### src/rtl/pipeline_mem.sv
// ---------------------------------------------------------------------------
// pipeline_mem : RV32I memory-access stage, serial byte-wide RAM port
// Revision     : 1.0
// ---------------------------------------------------------------------------
`default_nettype none

module pipeline_mem #(
  parameter int ADDR_W = 32
) (
  input  logic              clk,
  input  logic              rst,
  input  logic              rdy,
  input  logic [4:0]        rd_i,
  input  logic              we_i,
  input  logic [31:0]       wdata_i,
  input  logic [1:0]        mre_i,
  input  logic              mrsign_i,
  input  logic [1:0]        mwe_i,
  input  logic [31:0]       mwdata_i,
  input  logic [ADDR_W-1:0] ma_i,
  input  logic [4:0]        stall_i,
  output logic              stall_req_o,
  input  logic [7:0]        mem_din_i,
  output logic [7:0]        mem_dout_o,
  output logic [ADDR_W-1:0] mem_a_o,
  output logic              mem_wr_o,
  output logic [4:0]        rd_o,
  output logic              we_o,
  output logic [31:0]       wdata_o
);

  typedef enum logic [1:0] {
    S_IDLE  = 2'd0,
    S_READ  = 2'd1,
    S_WRITE = 2'd2,
    S_DONE  = 2'd3
  } state_t;

  state_t             r_state;
  state_t             w_state_n;
  logic [2:0]         r_cnt;
  logic [2:0]         w_cnt_n;
  logic [ADDR_W-1:0]  r_base;
  logic [1:0]         r_size;
  logic               r_sign;
  logic               r_load;
  logic [31:0]        r_sdata;
  logic [31:0]        r_rdata;
  logic [4:0]         r_rd;
  logic               r_we;

  logic               w_req;
  logic               w_accept;
  logic               w_capture;
  logic [2:0]         w_n;
  logic               w_issue;
  logic [7:0]         w_sbyte;
  logic [31:0]        w_ld_val;
  logic [4:0]         w_rd_n;
  logic               w_we_n;
  logic [31:0]        w_wdata_n;
  logic               w_unused;

  // Only the MEM and WB stall bits concern this stage.
  assign w_unused = ^stall_i[2:0];

  assign w_req = (mre_i != 2'd0) || (mwe_i != 2'd0);

  always_comb begin
    case (r_size)
      2'd1:    w_n = 3'd1;
      2'd2:    w_n = 3'd2;
      default: w_n = 3'd4;
    endcase
  end

  always_comb begin
    case (r_cnt[1:0])
      2'd0:    w_sbyte = r_sdata[7:0];
      2'd1:    w_sbyte = r_sdata[15:8];
      2'd2:    w_sbyte = r_sdata[23:16];
      default: w_sbyte = r_sdata[31:24];
    endcase
  end

  always_comb begin
    case (r_size)
      2'd1:    w_ld_val = {{24{r_sign & r_rdata[7]}},  r_rdata[7:0]};
      2'd2:    w_ld_val = {{16{r_sign & r_rdata[15]}}, r_rdata[15:0]};
      default: w_ld_val = r_rdata;
    endcase
  end

  // READ keeps running one cycle past the last address to catch the final byte.
  assign w_issue     = ((r_state == S_READ) && (r_cnt < w_n)) || (r_state == S_WRITE);
  assign mem_a_o     = w_issue ? (r_base + ADDR_W'(r_cnt)) : '0;
  assign mem_dout_o  = (r_state == S_WRITE) ? w_sbyte : 8'h00;
  assign mem_wr_o    = (r_state == S_WRITE) && rdy;
  assign stall_req_o = ((r_state == S_IDLE) && w_req) || (r_state == S_READ) ||
                       (r_state == S_WRITE);

  always_comb begin
    w_state_n = r_state;
    w_cnt_n   = r_cnt;
    w_accept  = 1'b0;
    w_capture = 1'b0;
    w_rd_n    = 5'd0;
    w_we_n    = 1'b0;
    w_wdata_n = 32'd0;
    case (r_state)
      S_IDLE: begin
        if (w_req) begin
          w_accept  = 1'b1;
          w_cnt_n   = 3'd0;
          w_state_n = (mre_i != 2'd0) ? S_READ : S_WRITE;
        end else if (!stall_i[3]) begin
          w_rd_n    = rd_i;
          w_we_n    = we_i;
          w_wdata_n = wdata_i;
        end
      end
      S_READ: begin
        w_capture = (r_cnt != 3'd0);
        w_cnt_n   = r_cnt + 3'd1;
        if (r_cnt == w_n) begin
          w_state_n = S_DONE;
        end
      end
      S_WRITE: begin
        w_cnt_n = r_cnt + 3'd1;
        if (r_cnt == (w_n - 3'd1)) begin
          w_state_n = S_DONE;
        end
      end
      default: begin
        if (r_load) begin
          w_rd_n    = r_rd;
          w_we_n    = r_we;
          w_wdata_n = w_ld_val;
        end
        w_state_n = S_IDLE;
      end
    endcase
  end

  always_ff @(posedge clk or posedge rst) begin
    if (rst) begin
      r_state <= S_IDLE;
      r_cnt   <= 3'd0;
      r_base  <= '0;
      r_size  <= 2'd0;
      r_sign  <= 1'b0;
      r_load  <= 1'b0;
      r_sdata <= 32'd0;
      r_rdata <= 32'd0;
      r_rd    <= 5'd0;
      r_we    <= 1'b0;
      rd_o    <= 5'd0;
      we_o    <= 1'b0;
      wdata_o <= 32'd0;
    end else if (rdy) begin
      r_state <= w_state_n;
      r_cnt   <= w_cnt_n;
      if (w_accept) begin
        r_base  <= ma_i;
        r_load  <= (mre_i != 2'd0);
        r_size  <= (mre_i != 2'd0) ? mre_i : mwe_i;
        r_sign  <= mrsign_i;
        r_sdata <= mwdata_i;
        r_rdata <= 32'd0;
        r_rd    <= rd_i;
        r_we    <= we_i;
      end
      // RAM data lags its address by one cycle, so byte k lands when cnt is k+1.
      if (w_capture) begin
        case (r_cnt)
          3'd1:    r_rdata[7:0]   <= mem_din_i;
          3'd2:    r_rdata[15:8]  <= mem_din_i;
          3'd3:    r_rdata[23:16] <= mem_din_i;
          3'd4:    r_rdata[31:24] <= mem_din_i;
          default: ;
        endcase
      end
      if (!stall_i[4]) begin
        rd_o    <= w_rd_n;
        we_o    <= w_we_n;
        wdata_o <= w_wdata_n;
      end
    end
  end

endmodule

`default_nettype wire

### config.mk
export PLATFORM = sky130hd
export DESIGN_NAME = pipeline_mem
export DESIGN_NICKNAME = d
export VERILOG_FILES = /design/src/rtl/pipeline_mem.sv
export SDC_FILE = /design/constraint.sdc
export NUM_CORES = 1
export LEC_CHECK = 0
export CAP_MARGIN = 20
export CORE_AREA = 2 2 126 128
export CTS_CLUSTER_DIAMETER = 150
export CTS_CLUSTER_SIZE = 25
export DETAILED_ROUTE_END_ITERATION = 6
export DIE_AREA = 0 0 128 130
export GPL_TIMING_DRIVEN = 0
export PLACE_DENSITY = 0.82
export SLEW_MARGIN = 20
export SYNTH_ARGS = -nofsm -noshare
export SYNTH_HDL_FRONTEND = slang
export SYNTH_SLANG_ARGS = --single-unit
### constraint.sdc
create_clock -name clk -period 12.25 [get_ports clk]
set_input_delay 3.0625 -clock clk [delete_from_list [all_inputs] [get_ports clk]]
set_output_delay 3.0625 -clock clk [all_outputs]
set_load 0.05 [all_outputs]
==> run summary <==
WORST SETUP PATH
---------------------------------------------------------------------------------
Arrival time of data at the critical path endpoint                        5.17 ns
Critical path capture point type                                       output pin
Register-to-Register Setup Slack                                          9.71 ns
Worst Reg-to-Reg Cells                                                          8
Category of the worst setup path launch point                           input pin
Reg-to-reg critical path endpoint                                     wdata_o[27]
Maximum fanout encountered on the critical timing path                          6
Critical path startpoint                                                 mre_i[0]
Category of the most critical setup path                                   in2out
Required time of the critical path                                        9.19 ns
Worst reg2reg startpoint                                                r_size[0]

TIMING
---------------------------------------------------------------------------------
Worst relative slew slack                                                   32.2%
Setup repair after global routing missed its margin                         false
Final clock skew                                                       0.00932 ns
Post-route worst hold slack                                              0.490 ns
Transition time at the pin with the least slew margin                     1.01 ns
Post-route clock period utilization                                         67.2%
Final setup viols                                                               0
Final Hold Violating Endpoints                                                  0
Slew Viols, Final                                                               0
Maximum clock frequency                                                 0.121 GHz
Clock period minus worst slack                                            8.23 ns
Final sum of negative setup slack                                            0 ns

LOGIC SYNTHESIS
---------------------------------------------------------------------------------
Post-synth EDFFs                                                                0
Synth Net Count                                                               844
Ys Warns                                                                        0
Library cells used by synthesis                                                47
Synthesized instance count                                                    702
Share of the yosys chip area belonging to registers                         50.0%
Combined area of all synthesized cells                               0.00746 sq mm
FFs w/ async S/R, synth                                                      100%
Synth Area per Inst                                                    10.6 sq um
Commonest register cell after synthesis                              sky130_fd_sc_hd__dfrtp_1
Register bit count reported by yosys                                          149

PLACE
---------------------------------------------------------------------------------
Number of placed instances with taps included                                1093
I/O Buffers                                                                   198
Final weighted congestion of routability-driven global placement            0.888
Detailed Place HPWL                                                       14.9 mm

DIE
---------------------------------------------------------------------------------
Effective utilization at floorplan                                          48.4%
Die H                                                                      130 um
Area of the die                                                      0.0166 sq mm
Site row count                                                                 46
Die X                                                                      128 um
Placeable core region                                                0.0154 sq mm
Number of top-level design ports                                              203

GLOBAL ROUTING
---------------------------------------------------------------------------------
Via count of the first global-routing pass                                   6432
GRT Util Overall                                                            25.4%
Total congestion overflow                                                       0
Number of antenna violations at the first check in global routing               0
Global-route wire length before repair                                    33.0 mm
Maximum number of pins on one net before global-route repair                   83

ROUTE
---------------------------------------------------------------------------------
Number of optimization iterations in the first detailed-route pass              5
Per-cell routed wire length                                               18.6 um
Average via count per standard cell                                          5.89
Remaining antenna violation count                                               0
Top layer in use                                                             met4
Total wire length                                                         20.9 mm
Routed length on met1                                                     8.92 mm
Iter 0 DRT Violations                                                         570
Wire length on met3                                                       1.35 mm
Routed via count                                                             6622
Met2 routed wirelength                                                    10.1 mm
Post-detailed-route DRC marker count                                            0

HOLD PATH
---------------------------------------------------------------------------------
Hold Path End                                                         wdata_o[14]
HP Start                                                              wdata_o[14]
Worst min-delay path class                                                reg2reg
Hold Path Depth                                                                 2

PWR
---------------------------------------------------------------------------------
Internal cell power                                                       1.50 mW
Power per Cell Area                                                   267 mW/mm^2
IR drop worst, VDD                                                       0.277 mV
Proportion of power drawn by flip-flops and latches                         29.6%
Clock share of power                                                        19.0%
Sw Ratio                                                                    45.3%
PnR Total Power                                                           2.75 mW
Reported net switching power                                              1.25 mW
Leak Pwr                                                                  4.19 nW
Proportion of power drawn by combinational gates                            51.4%

CELLS AND AREA
---------------------------------------------------------------------------------
Nets                                                                         1062
Relative area change from synthesis to final layout                         38.1%
Area of the multi-input gates                                        0.00349 sq mm
Sequential cell area                                                 0.00373 sq mm
Ant diodes                                                                      0
Filler instances                                                             1215
Final instance count without filler cells                                    1125
Share of cells above drive strength 1                                       10.1%

CLOCK TREE
---------------------------------------------------------------------------------
Setup bufs post-CTS                                                             0
Skew-Pair Late Insertion Delay                                            0.43 ns
CTS HTree Levels                                                                4
CTS tree                                                                      yes
Maximum buffer depth of the clock tree                                          2
Number of cells upsized or downsized after cts                                  0
Buffer type at the clock tree root                                   sky130_fd_sc_hd__clkbuf_16
Hold_buf cts                                                                    0
CTS clock-pin slew for the worst setup and hold paths                     0.06 ns
Clock tree sinks                                                              149
Number of buffers inserted during clock tree synthesis                         17

STATUS
---------------------------------------------------------------------------------
Status                                                               finished clean

JOB
---------------------------------------------------------------------------------
Max cap viols                                                                   0

## critical path, stage by stage
cell	delay (ns)
sky130_fd_sc_hd__clkdlybuf4s50_1	0.50
sky130_fd_sc_hd__o41a_1	0.52
sky130_fd_sc_hd__or3_1	0.35
sky130_fd_sc_hd__clkdlybuf4s50_1	0.74
## kinds of logic after synthesis
kind of cell | Yosys count | synth area share, %
flip-flops | 149 | 50.0
adder cells (fa/ha/maj) | 19 | 3.29
multiplexers | 73 | 11.0
AO/OA/AOI/OAI | 199 | 17.9
AND/OR/NAND/NOR | 189 | 13.3
XOR/XNOR | 10 | 1.17
buffers and inverters | 63 | 3.30
## state kept, by name (all words and copies together), names as in the netlist
register	count
r_load	1
r_sdata	32
r_size	2
r_rd	5
r_state	2
r_we	1
r_cnt	3
we_o	1
r_sign	1
r_base	32
wdata_o	32
r_rdata	32
rd_o	5
## power groups by stage
stage	sequential [mW]	clock, mW	combinational (mW)
4_1_cts	0.810	0.527	1.41
5_1_grt	0.839	0.548	1.51
6_report	0.814	0.523	1.41
3_3_place_gp	0.808	0	1.37
2_1_floorplan	0.834	0	0.916
3_5_place_dp	0.817	0	1.39
## routing by layer
layer	GRT usage [%]	vias to the layer above
met1	33.0	3248
met4	10.4	0
met5	0	-
met2	41.9	272
met3	5.41	45
li1	-	3057
## placed cells by master (no fill, tap or decap), types with 3 or more instances in the layout
| master | synthesis | routed |
|---|---|---|
| sky130_fd_sc_hd__a21oi_1 | 58 | 58 |
| sky130_fd_sc_hd__a221oi_1 | 14 | 14 |
| sky130_fd_sc_hd__a222oi_1 | 8 | 8 |
| sky130_fd_sc_hd__a22o_1 | 32 | 32 |
| sky130_fd_sc_hd__a32oi_1 | 16 | 16 |
| sky130_fd_sc_hd__and2_1 | 11 | 11 |
| sky130_fd_sc_hd__and3_1 | 6 | 6 |
| sky130_fd_sc_hd__and4_1 | 3 | 3 |
| sky130_fd_sc_hd__buf_1 | 5 | 5 |
| sky130_fd_sc_hd__buf_2 | 8 | 8 |
| sky130_fd_sc_hd__clkbuf_1 | 30 | 32 |
| sky130_fd_sc_hd__clkbuf_16 | 0 | 17 |
| sky130_fd_sc_hd__clkdlybuf4s50_1 | 0 | 198 |
| sky130_fd_sc_hd__clkinvlp_4 | 0 | 4 |
| sky130_fd_sc_hd__dfrtp_1 | 149 | 149 |
| sky130_fd_sc_hd__ha_1 | 18 | 18 |
| sky130_fd_sc_hd__inv_1 | 20 | 19 |
| sky130_fd_sc_hd__mux2_1 | 24 | 24 |
| sky130_fd_sc_hd__mux2_2 | 49 | 49 |
| sky130_fd_sc_hd__nand2_1 | 32 | 32 |
| sky130_fd_sc_hd__nand2b_1 | 17 | 17 |
| sky130_fd_sc_hd__nand3_1 | 12 | 12 |
| sky130_fd_sc_hd__nand4_1 | 7 | 7 |
| sky130_fd_sc_hd__nor2_1 | 59 | 59 |
| sky130_fd_sc_hd__nor2b_1 | 4 | 4 |
| sky130_fd_sc_hd__nor3_1 | 3 | 3 |
| sky130_fd_sc_hd__nor4_1 | 4 | 4 |
| sky130_fd_sc_hd__o21ai_0 | 41 | 41 |
| sky130_fd_sc_hd__o21ai_1 | 5 | 5 |
| sky130_fd_sc_hd__o31ai_1 | 15 | 15 |
| sky130_fd_sc_hd__or3_1 | 7 | 7 |
| sky130_fd_sc_hd__or4_1 | 16 | 16 |
| sky130_fd_sc_hd__xnor2_1 | 4 | 4 |
| sky130_fd_sc_hd__xor2_1 | 6 | 6 |
## metrics by stage
step	worst slack [ns]	util [%]	cell area, sq um
floorplan	5.12	-	7460
global placement	3.16	62.8	9690
detailed placement	4.05	63.0	9720
CTS	4.03	66.8	10300
global route	3.97	66.8	10300
finish	4.02	66.8	10300
## cell type report
| cell class | instances | area share (%) |
|---|---|---|
| clock inverter | 11 | 1.23 |
| inverter | 20 | 0.801 |
| clock buffer | 21 | 4.47 |
| sequential | 149 | 36.2 |
| timing repair buffer | 199 | 19.5 |
| tap | 192 | 2.33 |
| multi-input combinational | 490 | 33.8 |
| buffer | 43 | 1.66 |
## Yosys cell counts (all sizes together) (4+ instances only)
master | count | area share [%]
xnor2 | 4 | 0.47
a22o | 32 | 3.8
dfrtp | 149 | 50
nor2b | 4 | 0.34
nor2 | 59 | 3.0
clkbuf | 30 | 1.5
ha | 18 | 3.0
and2 | 11 | 0.92
nand2b | 17 | 1.4
xor2 | 6 | 0.70
mux2 | 73 | 11
a21oi | 58 | 3.9
or4 | 16 | 1.6
a221oi | 14 | 1.6
inv | 20 | 1.0
o21ai | 46 | 3.1
nor4 | 4 | 0.34
or3 | 8 | 0.69
o31ai | 15 | 1.5
a222oi | 8 | 1.1
nand3 | 12 | 0.80
nand2 | 32 | 1.6
buf | 13 | 0.79
and3 | 6 | 0.50
nand4 | 8 | 0.75
a32oi | 16 | 1.9
## worst max path at each step
| stage | slack [ns] | endpoint | depth (start not counted) |
|---|---|---|---|
| floorplan | 5.12 | stall_req_o | 2 |
| global placement | 3.16 | wdata_o[5] | 2 |
| detailed placement | 4.05 | stall_req_o | 4 |
| global route | 3.97 | stall_req_o | 4 |
| CTS | 4.03 | stall_req_o | 4 |
| finish | 4.02 | stall_req_o | 4 |
(Power assumes the default switching activity.)
